### src/rtl/inst_sequencer_pkg.sv
// Shared constants, entry field layout and state type for the instruction sequencer.
package inst_sequencer_pkg;

    localparam int ADDR_W         = 4;
    localparam int ENTRY_W        = 8;
    localparam int OP_W           = 3;
    localparam int RPT_W          = 5;
    localparam int PEND_W         = 4;
    localparam int PIPE_DELAY_DEF = 7;

    // Entry layout: {opcode[7:5], rpt[4:0]}
    localparam int OP_MSB  = 7;
    localparam int OP_LSB  = 5;
    localparam int RPT_MSB = 4;
    localparam int RPT_LSB = 0;

    localparam logic [OP_W-1:0] OP_LOAD   = 3'b000;
    localparam logic [OP_W-1:0] OP_ADD    = 3'b001;
    localparam logic [OP_W-1:0] OP_SUB    = 3'b010;
    localparam logic [OP_W-1:0] OP_MUL    = 3'b100;
    localparam logic [OP_W-1:0] OP_MULADD = 3'b101;
    localparam logic [OP_W-1:0] OP_MULSUB = 3'b110;
    localparam logic [OP_W-1:0] OP_MAX    = 3'b111;

    localparam logic [PEND_W-1:0] PEND_MAX = 4'hF;

    typedef enum logic [1:0] {
        ST_IDLE  = 2'd0,
        ST_RUN   = 2'd1,
        ST_DRAIN = 2'd2,
        ST_DONE  = 2'd3
    } seq_state_t;

    function automatic logic [OP_W-1:0] entry_op(input logic [ENTRY_W-1:0] e);
        return e[OP_MSB:OP_LSB];
    endfunction

    function automatic logic [RPT_W-1:0] entry_rpt(input logic [ENTRY_W-1:0] e);
        return e[RPT_MSB:RPT_LSB];
    endfunction

endpackage

### src/rtl/seq_prog_mem.sv
// Program store: small distributed RAM, synchronous write, asynchronous read.
module seq_prog_mem #(
    parameter int DEPTH  = 16,
    parameter int ADDR_W = 4,
    parameter int DATA_W = 8
) (
    input  logic              clk,
    input  logic              we,
    input  logic [ADDR_W-1:0] waddr,
    input  logic [DATA_W-1:0] wdata,
    input  logic [ADDR_W-1:0] raddr,
    output logic [DATA_W-1:0] rdata
);

    logic [DATA_W-1:0] mem [DEPTH];

    // Write port; contents survive reset on purpose so a program can be rerun.
    always_ff @(posedge clk) begin
        if (we) begin
            mem[waddr] <= wdata;
        end
    end

    assign rdata = mem[raddr];

endmodule

### src/rtl/inst_sequencer.sv
// Instruction sequencer: steps through a stored program, issuing each entry
// rpt+1 times to a downstream decoder, then waits for all results to return.
//
//   state    | meaning
//   ---------+------------------------------------------------------------
//   ST_IDLE  | program memory writable, waiting for start
//   ST_RUN   | issuing entries 0..prog_last, one per unstalled cycle
//   ST_DRAIN | all issued, waiting for pending to reach zero
//   ST_DONE  | one-cycle completion, done asserted, back to idle
module inst_sequencer
    import inst_sequencer_pkg::*;
#(
    parameter int DEPTH      = 16,
    parameter int PIPE_DELAY = PIPE_DELAY_DEF
) (
    input  logic       clk,
    input  logic       rst,
    input  logic       prog_we,
    input  logic [3:0] prog_addr,
    input  logic [7:0] prog_data,
    input  logic [3:0] prog_last,
    input  logic       start,
    input  logic       stall,
    input  logic       res_v,
    output logic       inst_v,
    output logic [2:0] opcode,
    output logic       busy,
    output logic       done,
    output logic [3:0] pending,
    output logic       err
);

    // The pending counter saturates at 15, so a deeper pipeline could not be tracked.
    if (PIPE_DELAY < 1 || PIPE_DELAY > int'(PEND_MAX)) begin : g_bad_delay
        $error("inst_sequencer: PIPE_DELAY out of range for pending counter");
    end

    seq_state_t          state, state_nx;
    logic [ADDR_W-1:0]   pc, pc_nx;
    logic [ADDR_W-1:0]   last_q, last_nx;
    logic [RPT_W-1:0]    rep, rep_nx;
    logic                inst_v_nx;
    logic [OP_W-1:0]     opcode_nx;
    logic                busy_nx;
    logic                done_nx;
    logic                mem_we;
    logic [ENTRY_W-1:0]  cur_entry;

    seq_prog_mem #(
        .DEPTH  (DEPTH),
        .ADDR_W (ADDR_W),
        .DATA_W (ENTRY_W)
    ) u_prog_mem (
        .clk   (clk),
        .we    (mem_we),
        .waddr (prog_addr),
        .wdata (prog_data),
        .raddr (pc),
        .rdata (cur_entry)
    );

    // State, sequencing counters and all registered outputs.
    always_ff @(posedge clk or posedge rst) begin
        if (rst) begin
            state  <= ST_IDLE;
            pc     <= '0;
            rep    <= '0;
            last_q <= '0;
            inst_v <= 1'b0;
            opcode <= OP_LOAD;
            busy   <= 1'b0;
            done   <= 1'b0;
        end else begin
            state  <= state_nx;
            pc     <= pc_nx;
            rep    <= rep_nx;
            last_q <= last_nx;
            inst_v <= inst_v_nx;
            opcode <= opcode_nx;
            busy   <= busy_nx;
            done   <= done_nx;
        end
    end

    // Next-state and next-output decode.
    always_comb begin
        state_nx  = state;
        pc_nx     = pc;
        rep_nx    = rep;
        last_nx   = last_q;
        inst_v_nx = 1'b0;
        opcode_nx = OP_LOAD;
        done_nx   = 1'b0;
        mem_we    = 1'b0;

        case (state)
            ST_IDLE: begin
                mem_we = prog_we;
                if (start) begin
                    last_nx  = prog_last;
                    pc_nx    = '0;
                    rep_nx   = '0;
                    state_nx = ST_RUN;
                end
            end
            ST_RUN: begin
                if (stall) begin
                    opcode_nx = opcode;
                end else begin
                    inst_v_nx = 1'b1;
                    opcode_nx = entry_op(cur_entry);
                    if (rep == entry_rpt(cur_entry)) begin
                        rep_nx = '0;
                        // pc parks on the last entry rather than wrapping.
                        if (pc == last_q) begin
                            state_nx = ST_DRAIN;
                        end else begin
                            pc_nx = pc + 1'b1;
                        end
                    end else begin
                        rep_nx = rep + 1'b1;
                    end
                end
            end
            ST_DRAIN: begin
                // inst_v is checked too: the final issue is still in flight
                // in the first drain cycle and not yet counted in pending.
                if (pending == '0 && !inst_v) begin
                    state_nx = ST_DONE;
                    done_nx  = 1'b1;
                end
            end
            ST_DONE: begin
                state_nx = ST_IDLE;
            end
            default: begin
                state_nx = ST_IDLE;
            end
        endcase

        busy_nx = (state_nx == ST_RUN) || (state_nx == ST_DRAIN);
    end

    // Outstanding-result counter with saturation, and sticky underflow error.
    always_ff @(posedge clk or posedge rst) begin
        if (rst) begin
            pending <= '0;
            err     <= 1'b0;
        end else begin
            if (inst_v && !res_v && pending != PEND_MAX) begin
                pending <= pending + 1'b1;
            end else if (!inst_v && res_v && pending != '0) begin
                pending <= pending - 1'b1;
            end
            if (res_v && pending == '0) begin
                err <= 1'b1;
            end
        end
    end

endmodule

### config.mk
export PLATFORM = sky130hd
export DESIGN_NAME = inst_sequencer
export DESIGN_NICKNAME = d
export VERILOG_FILES = /design/src/rtl/inst_sequencer_pkg.sv /design/src/rtl/seq_prog_mem.sv /design/src/rtl/inst_sequencer.sv
export SDC_FILE = /design/constraint.sdc
export NUM_CORES = 1
export LEC_CHECK = 0
export CORE_ASPECT_RATIO = 1.4
export CORE_MARGIN = 4
export CORE_UTILIZATION = 45
export CTS_CLUSTER_SIZE = 8
export DETAILED_ROUTE_END_ITERATION = 16
export DONT_BUFFER_PORTS = 1
export GPL_TIMING_DRIVEN = 1
export PLACE_DENSITY = 0.63
export SLEW_MARGIN = 5
export SYNTH_ARGS = -nofsm -noshare
export SYNTH_HDL_FRONTEND = slang
export SYNTH_SLANG_ARGS = --single-unit
### constraint.sdc
create_clock -name clk -period 2.9 [get_ports clk]
set_clock_uncertainty 0.15 [all_clocks]
set_input_delay 0.58 -clock clk [delete_from_list [all_inputs] [get_ports clk]]
set_output_delay 0.58 -clock clk [all_outputs]
set_load 0.02 [all_outputs]
==> flow_summary_export.csv <==
group,metric,value,unit
run_status,outcome,"completed",
place,gp_congestion,0.754,
worst_setup_path,cp-start-kind,"flop",
logic_synthesis,syn_avg_cell_area,17.6,um^2
logic_synthesis,synth_edf_count,128,
sta,setup_viol,0,
floorplan,chipHeight,149,um
sta,fin_crit_sh,96.0,%
cts,cts_setup_buffers,0,
logic_synthesis,ys_ff_latch,154,
grt,grt_pass1_wl,18.8,mm
floorplan,core_area,0.0140,mm^2
place,dp.cells,565,
grt,grt_max_degree,28,
floorplan,initial_core_util,46.0,%
place,port_buffers,0,
logic_synthesis,synthCells,365,
cts,clockBufferDepth,2,
grt,grt_usage,15.9,%
detailed_routing,firstDrtPassIters,4,
detailed_routing,first_iter_violations,197,
cts,root_buffer,"clkbuf_16",
sta,worstMarginPinSlew,538,ps
sta,period_needed,2790,ps
logic_synthesis,syn-num-nets,392,
worst_setup_path,crit_required,3050,ps
logic_synthesis,async_reset_ff_share,16.9,%
logic_synthesis,yosysWarnings,0,
cts,cts-buffers-inserted,17,
pwr,p_leak,2.61,nW
run,drv_cap,0,
worst_setup_path,r2r_slack,110,ps
cells_and_area,seqCellArea,0.00450,mm^2
worst_setup_path,cp_max_fo,27,
sta,finalMaxSlewViolations,0,
detailed_routing,drc,0,
floorplan,die_w,109,um
pwr,irDropWorstVdd,0.000397,V
cells_and_area,n_fill_cell,1095,
pwr,power,6.04,mW
pwr,swShare,27.9,%
worst_setup_path,setup.worst_path.class,"flop to flop",
sta,tns,0,ps
logic_synthesis,synthFlopType,"edfxtp_1",
pwr,p_switching,1.68,mW
detailed_routing,wl_per_cell,20.1,um
logic_synthesis,synth.cell_area,0.00643,mm^2
floorplan,rows,51,
cells_and_area,antennaDiodeCount,0,
logic_synthesis,synth_top_cell_by_area,"edfxtp_1",
pwr,p_comb_share,19.1,%
floorplan,ios,33,
detailed_routing,num_vias,3292,
logic_synthesis,synth_top_cell_area_share,59.8,%
pwr,p_seq_share,46.2,%
detailed_routing,avgViaCountPerCell,5.51,
cts,cts_tree,"done",
cts,clock_latency,410,ps
sta,hold_violations,0,
cts,cts_max_level,4,
pwr,p_int,4.35,mW
logic_synthesis,synth.area.top_cells,"edfxtp_1 (60%), dfrtp_1 (10%), mux4_2 (8.8%), mux2i_1 (4.8%), xor2_1 (1.5%)",
cells_and_area,nets,427,
detailed_routing,wl,12.0,mm
sta,hold_ws,77.3,ps
logic_synthesis,yosysSeqAreaShare,69.9,%
cts,path_clk_slew,60,ps
cells_and_area,final_layout_size_suffix_gt1_share,24.8,%
place,dp_worst_setup_slack,104,ps
pwr,power_density,815,mW/mm^2
grt,antenna_found_initial,0,
logic_synthesis,synth.top_cells.by_count,"edfxtp_1 (128), mux2i_1 (31), dfrtp_1 (26), mux4_2 (25), nor2_1 (22)",
sta,timing.final.ws_setup,115,ps
cells_and_area,area_growth,15.2,%
sta,grt_setup_unrepaired,"no",
cts,cts-resized-gates,0,
cells_and_area,finalNonFillerCells,597,
sta,max-slew-margin-rel,63.8,%
logic_synthesis,ys_types,52,
hold_path,hold_path.class,"input pin to flop",
cells_and_area,multi_input_area,0.00182,mm^2
grt,grt_pass1_vias,3368,
pwr,clkPwrFrac,34.7,%
worst_setup_path,worstPathArrival,2930,ps
floorplan,fp.dieArea,0.0163,mm^2
grt,overflow,0,
worst_setup_path,cp-end-kind,"flop",
sta,fmax,359,MHz
logic_synthesis,yosysMostFrequentCell,"edfxtp_1",
cts,cts_sinks,154,
place,hpwl,8.39,mm
detailed_routing,ant_nets,0,
-- layout make-up --
class                      instances  area share [%]
multi-input combinational        191            24.6
inverter                           4           0.203
clock buffer                      17            5.75
sequential                       154            60.7
tap                              185            3.13
clock inverter                    14            1.84
timing repair buffer              32            3.79
-- sequential cells by signal, summed over array words and instances, names as in the netlist --
name            count
busy                1
done                1
err                 1
inst_v              1
last_q              4
opcode              3
pc                  4
pending             4
rep                 5
state               2
u_prog_mem.mem    128
-- worst paths after layout --
| check | start | endpoint | cells after the start |
|---|---|---|---|
| max in group asynchronous | rst | pc[0] | 3 |
| min in group asynchronous | rst | rep[4] | 3 |
| min reg2reg | last_q[1] | last_q[1] | 1 |
| min | stall | inst_v | 1 |
| max | pc[0] | state[0] | 8 |
| max reg2reg | pc[0] | state[0] | 8 |
-- cells in the final DEF (no fill, tap or decap), types with 2 or more instances in the layout --
| cell type | netlist | final |
|---|---|---|
| nand3_1 | 4 | 4 |
| inv_1 | 4 | 4 |
| mux2i_1 | 31 | 31 |
| mux4_2 | 25 | 25 |
| ha_1 | 4 | 4 |
| clkbuf_16 | 0 | 17 |
| o21ai_0 | 4 | 4 |
| nor4_1 | 2 | 2 |
| clkinv_4 | 0 | 2 |
| nand4_1 | 4 | 4 |
| xor2_1 | 11 | 11 |
| nand2_1 | 12 | 12 |
| nor2b_1 | 4 | 4 |
| nand2b_1 | 7 | 7 |
| or3_1 | 2 | 2 |
| o21ai_1 | 2 | 2 |
| xnor2_1 | 7 | 7 |
| nor3_1 | 6 | 6 |
| nor2_1 | 22 | 22 |
| buf_12 | 0 | 3 |
| inv_6 | 0 | 7 |
| a21oi_1 | 5 | 5 |
| mux2_2 | 8 | 8 |
| a21o_1 | 4 | 4 |
| buf_4 | 4 | 28 |
| edfxtp_1 | 128 | 128 |
| a221o_1 | 2 | 2 |
| dfrtp_1 | 26 | 25 |
-- routing by layer --
metal	vias to the layer above	part of all wire [%]	track usage, %
met4	0	1.5	6.25
li1	1505	-	-
met5	-	0	0
met3	11	4.8	3.75
met1	1697	41	19.6
met2	79	53	27.0
-- metrics by stage --
stage | area (um^2) | utilization, %
CTS | 7400 | 53.0
global placement | 6830 | 48.9
finish | 7400 | 53.0
floorplan | 6430 | -
detailed placement | 6830 | 48.9
global route | 7400 | 53.0
-- cells by family after synthesis --
group	Yosys count	synth area share, %
compound gates	33	3.97
xor+xnor	18	2.45
fa+ha+maj	5	1.09
buf+inv	20	1.79
flops	154	69.9
mux	65	15.2
simple gates	70	5.55
-- repair_timing --
item | in CTS | in global routing
hold endpoints to repair | 26 | 0
endpoints found under the setup margin | 0 | 0
hold buffers | 1 | 0
-- worst max-delay path, stage by stage, from the launching register on --
cell and delay (ps):
dfrtp_2 410, buf_12 180, mux2i_1 130, mux4_2 480
xnor2_1 150, or4_4 530, a21oi_4 230, nand3b_2 100
a221o_1 300
-- power groups by stage --
| stage | clock [mW] | sequential (mW) | combinational [mW] |
|---|---|---|---|
| 6_report | 2.09 | 2.79 | 1.15 |
| 5_1_grt | 2.23 | 2.81 | 1.28 |
| 4_1_cts | 2.14 | 2.79 | 1.17 |
| 3_5_place_dp | 0 | 2.84 | 1.17 |
| 3_3_place_gp | 0 | 2.83 | 1.14 |
| 2_1_floorplan | 0 | 2.77 | 0.983 |
Note: power is estimated with default switching activity, not from simulation.
==> patch 1 (config.mk and constraints unchanged) <==
Put one more register stage on the output `err`, cleared by the reset. The value now appears one clock later. The other outputs are not delayed to match.
--- a/src/rtl/inst_sequencer.sv
+++ b/src/rtl/inst_sequencer.sv
@@ -29,6 +29,8 @@
     output logic [3:0] pending,
     output logic       err
 );
+
+    logic err_s0;
 
     // The pending counter saturates at 15, so a deeper pipeline could not be tracked.
     if (PIPE_DELAY < 1 || PIPE_DELAY > int'(PEND_MAX)) begin : g_bad_delay
@@ -145,7 +147,7 @@
     always_ff @(posedge clk or posedge rst) begin
         if (rst) begin
             pending <= '0;
-            err     <= 1'b0;
+            err_s0  <= 1'b0;
         end else begin
             if (inst_v && !res_v && pending != PEND_MAX) begin
                 pending <= pending + 1'b1;
@@ -153,8 +155,16 @@
                 pending <= pending - 1'b1;
             end
             if (res_v && pending == '0) begin
-                err <= 1'b1;
+                err_s0 <= 1'b1;
             end
+        end
+    end
+
+    always_ff @(posedge clk or posedge rst) begin
+        if (rst) begin
+            err <= '0;
+        end else begin
+            err <= err_s0;
         end
     end
 
Behaviour: not the same (a bounded check fails within 4 cycles, from zero or initial values and one cycle with rst high).
==> patch 1 against the unedited design <==
  * Cell area grew 0.61%
  * Total power grew 1.5%
  * Critical path depth is the same
  * Non-clock buffer count is the same
  * Critical endpoint unchanged
  * Area after synthesis grew 0.39%
  * Highest routed layer unchanged
  * Worst setup slack is essentially flat
  * Hold slack lost 0.00096 ns
  * Critical path type unchanged
  * Sequential cell count grew 1
  * Routed wire length grew 2.2%
==> patch 1: results (changes against the unedited design) <==
Global route
  • Antenna violations before repair: 0 (unchanged)
  • Routing usage on met3: 0.0427 (+0.00518)
  • Global-route wire length before repair: 19400 um (+3.0%)
  • GRT met2 Usage: 0.281 (+0.0111)
  • Number of global-route vias before repair: 3434 (+2.0%)
  • GRT Util Overall: 0.162 (+0.00305)
  • Met1 usage: 0.194 (-0.00113)

Pwr
  • Net Switching: 0.00173 W (+2.9%)
  • LEAKAGE: 2.63 nW (+0.91%)
  • Combinational power: 0.00115 W (about the same)
  • Int Power: 0.00439 W (+0.96%)
  • Clk pwr share: 0.353 (+0.006)
  • Peak VDD IR: 0.000375 V (-5.5%)

Synth
  • Compound-cell area share of the yosys netlist: 0.0396 (-0.000154)
  • Sequential-to-total area share from yosys stat: 0.700 (+0.00117)
  • Syn Area/Cell: 17.6 um2 (+0.12%)
  • Share of flip-flops with an asynchronous set or reset: 0.174 (+0.00536)
  • Synth Area in Adders: 0.0109 (-0.0000423)
  • Mux cell area share after synthesis: 0.152 (-0.000590)
  • Syn Nets: 393 (+0.26%)
  • Post-synth top cells: edfxtp_1, mux2i_1, dfrtp_1, mux4_2, nor2_1
  • Most area-consuming cells after synthesis: edfxtp_1, dfrtp_1, mux4_2

Clocking
  • Post-CTS Setup Inserts: 0 (unchanged)
  • Hold-fix buffers, CTS: 1 (unchanged)

Layout
  • Non-clock buffering overhead: 0.0376 (-0.000229)
  • Final-layout fill cell count: 1086 (-0.82%)
  • Area occupied by multi-input gates: 1820 um2 (unchanged)
  • Share of layout cells above drive strength 1: 0.249 (+0.00122)
  • Final Util: 0.533 (+0.00322)
  • Clkbuf count: 18 (+1)
  • Non-Clock Inverter Count: 4 (unchanged)
  • Sequential share of cell area: 0.607 (about the same)
  • Cell Count, Final, Fillers Out: 599 (+0.34%)
  • # nets final: 428 (+0.23%)
  • Sequential cell count: 155 (+0.65%)
  • Final clock-cell share: 0.0781 (+0.00223)

Drt
  • DRT iter0 DRCs: 214 (+8.6%)
  • DRT met1 WL: 4940 um (+1.1%)
  • Met3 WL post-DR: 676 um (+17%)
  • Met2 wire len: 6470 um (+1.4%)
  • Vias per Instance: 5.50 (-0.18%)
  • Routed WL: 12300 um (+2.2%)

Placement
  • Setup Slack @ Placement: 0.113 ns (+0.00830 ns)
  • Placed cells: 566 (+0.18%)
  • Post-DP HPWL: 8670 um (+3.4%)
  • GPL Wtd Cong: 0.763 (+1.2%)
  • Area post-placement: 6860 um2 (+0.37%)

Run status
  • Status: complete, no violations

Timing
  • Slew headroom: 0.600 (-0.0375)
[patch 1: cell count changes after synthesis]
cell     before  now
dfrtp_1      26   27
[patch 1: worst paths after layout]
| kind | startpoint | to | slack, ns | cells after the start |
|---|---|---|---|---|
| max | pc[0]$_DFFE_PP0P_ | state[0]$_DFF_PP0_ | 0.11 | 8 |
| min | stall | inst_v$_DFF_PP0_ | 0.08 | 1 |
| max reg2reg | pc[0]$_DFFE_PP0P_ | state[0]$_DFF_PP0_ | 0.11 | 8 |
| min reg2reg | err_s0$_DFFE_PP0P_ | err$_DFF_PP0_ | 0.24 | 0 |
| max in group asynchronous | rst | pc[0]$_DFFE_PP0P_ | 1.79 | 3 |
| min in group asynchronous | rst | rep[3]$_DFFE_PP0P_ | 0.52 | 3 |
==> patch 2 (config.mk and constraints unchanged) <==
Without the edit above. Set the package constant `PEND_MAX` to 4'h7 (it was 4'hF).
--- a/src/rtl/inst_sequencer_pkg.sv
+++ b/src/rtl/inst_sequencer_pkg.sv
@@ -22,7 +22,7 @@
     localparam logic [OP_W-1:0] OP_MULSUB = 3'b110;
     localparam logic [OP_W-1:0] OP_MAX    = 3'b111;
 
-    localparam logic [PEND_W-1:0] PEND_MAX = 4'hF;
+    localparam logic [PEND_W-1:0] PEND_MAX = 4'h7;
 
     typedef enum logic [1:0] {
         ST_IDLE  = 2'd0,
Formal check against the unedited RTL: same outputs for any inputs over 4 cycles, from zero or initial values and one cycle with rst high; that may be too few to reach the edited logic, so the function may still have changed.
==> patch 2 against the unedited design <==
  * Sequential cell count is the same
  * Area after synthesis grew 1.3%
  * Worst setup slack better by 0.075 ns
  * Routed wire length grew 8.1%
  * Critical path type unchanged
  * Combinational power grew 43%
  * Critical endpoint is now pc[2]$_DFFE_PP0P_
  * Final cell count increased by 3.7%
  * Sequential share of layout area shrank 0.30 points
  * Via count grew 6.4%
  * Total power increased by 9.8%
  * Cell area is 0.52% higher
==> patch 2: results (changes against the unedited design) <==
Placement
  • Setup Slack @ Placement: 0.182 ns (+0.0779 ns)
  • Area post-placement: 6830 um2 (about the same)
  • Post-DP HPWL: 8900 um (+6.1%)
  • GPL Wtd Cong: 0.804 (+6.7%)
  • Placed cells: 584 (+3.4%)

Layout
  • # nets final: 448 (+4.9%)
  • Diodes inserted: 0 (unchanged)
  • Cell Count, Final, Fillers Out: 619 (+3.7%)
  • Share of layout cells above drive strength 1: 0.207 (-0.0402)

Global route
  • GRT Util Overall: 0.173 (+0.0140)
  • Largest net degree at the start of global routing: 27 (-3.6%)
  • Global-route wire length before repair: 20300 um (+7.9%)
  • Number of global-route vias before repair: 3583 (+6.4%)
  • Antenna violations before repair: 0 (unchanged)

Synth
  • Sequential-to-total area share from yosys stat: 0.690 (-0.00887)
  • Mux cell area share after synthesis: 0.136 (-0.0160)
  • Compound-cell area share of the yosys netlist: 0.0465 (+0.00680)
  • Most area-consuming cells after synthesis: edfxtp_1, dfrtp_1, mux4_2
  • Synth warnings: 0 (unchanged)
  • Synth unique cells: 54 (+3.8%)
  • Synth Area in Adders: 0.0108 (-0.000138)
  • Cells after synthesis: 388 (+6.3%)
  • Post-synth top cells: edfxtp_1, mux2i_1, nand2_1, dfrtp_1, nor2_1
  • Xor and xnor area share after synthesis: 0.0121 (-0.0124)
  • Syn Nets: 415 (+5.9%)

Clocking
  • TritonCTS buffer count: 17 (unchanged)
  • Reg clk slew, reported paths: 0.06 ns (about the same)
  • CTS max path bufs: 2 (unchanged)
  • CTS root buf: clkbuf_16
  • Clock Latency Late Sink: roughly 0.42 ns

Setup path
  • Delay-heaviest family, CP: compound AO/OA/AOI/OAI gates
  • Critical path's largest stage delay: 0.47 ns (-0.06 ns)
  • Crit-path max FO: 18 (-33%)
  • Slowest CP cell: dfrtp_2
  • CP arrival: 2.91 ns (-0.02 ns)

Drt
  • Vias per Instance: 5.66 (+2.6%)
  • TritonRoute pass-1 iters: 4 (unchanged)
  • DRT iter0 DRCs: 204 (+3.6%)
  • Per-cell routed wire length: 21.0 um (+4.3%)

Hold path
  • Worst Hold Class: primary input to flip-flop

Pwr
  • LEAKAGE: 2.59 nW (-0.91%)
  • Peak VDD IR: 0.000415 V (+4.5%)

Run status
  • Status: complete, no violations

Timing
  • Worst slew pin tran: 0.510 ns (-0.0280 ns)
[patch 2: cell count changes after synthesis, sizes merged, moves of 3 or more]
cell,change
nand2,+16
a22oi,+10
xor2,-10
mux2,-8
a21oi,+3
and2,+3
nand3b,+3
nor3,+3
nor3b,+3
o21ai,+3
[patch 2: cell type report]
cell class / instances / area (um2)
Clock buffer: 17 / 425
Multi-Input combinational cell: 214 / 1860
Fill cell: 1127 / 6600
Tap cell: 185 / 231
Timing Repair Buffer: 29 / 245
Inverter: 5 / 18.8
Clock inverter: 15 / 161
Sequential cell: 154 / 4500
[patch 2: final timing paths]
check / start / endpoint / slack [ns] / depth (start not counted)
worst max-delay path: pc[0]$_DFFE_PP0P_ / pc[2]$_DFFE_PP0P_ / 0.19 / 9
worst min-delay path: stall / inst_v$_DFF_PP0_ / 0.07 / 1
worst max register to register: pc[0]$_DFFE_PP0P_ / pc[2]$_DFFE_PP0P_ / 0.19 / 9
worst min register to register: last_q[2]$_DFFE_PP0P_ / last_q[2]$_DFFE_PP0P_ / 0.36 / 2
max in group asynchronous: rst / pc[0]$_DFFE_PP0P_ / 1.80 / 3
min in group asynchronous: rst / last_q[1]$_DFFE_PP0P_ / 0.50 / 3
[patch 2: what timing repair did]
action / in CTS / in global routing
gates resized for setup: 0 / 2
hold buffers: 1 / 0
endpoints found under the hold margin: 26 / 0
buffers inserted: 0 / 2
endpoints found under the setup margin: 0 / 3
[patch 2: routing by layer]
layer  up-vias  GRT usage  share of wire
met5         -          0              0
met4         0     0.0730          0.027
met3        23     0.0515          0.053
met2        93      0.288           0.52
met1      1790      0.208           0.40
li1       1597          -              -
[patch 2: power by group]
group | internal (W) | leakage (nW) | switching, W
combinational | 0.000823 | 0.842 | 0.000826
sequential | 0.00257 | 1.46 | 0.000270
clock | 0.00121 | 0.285 | 0.000930
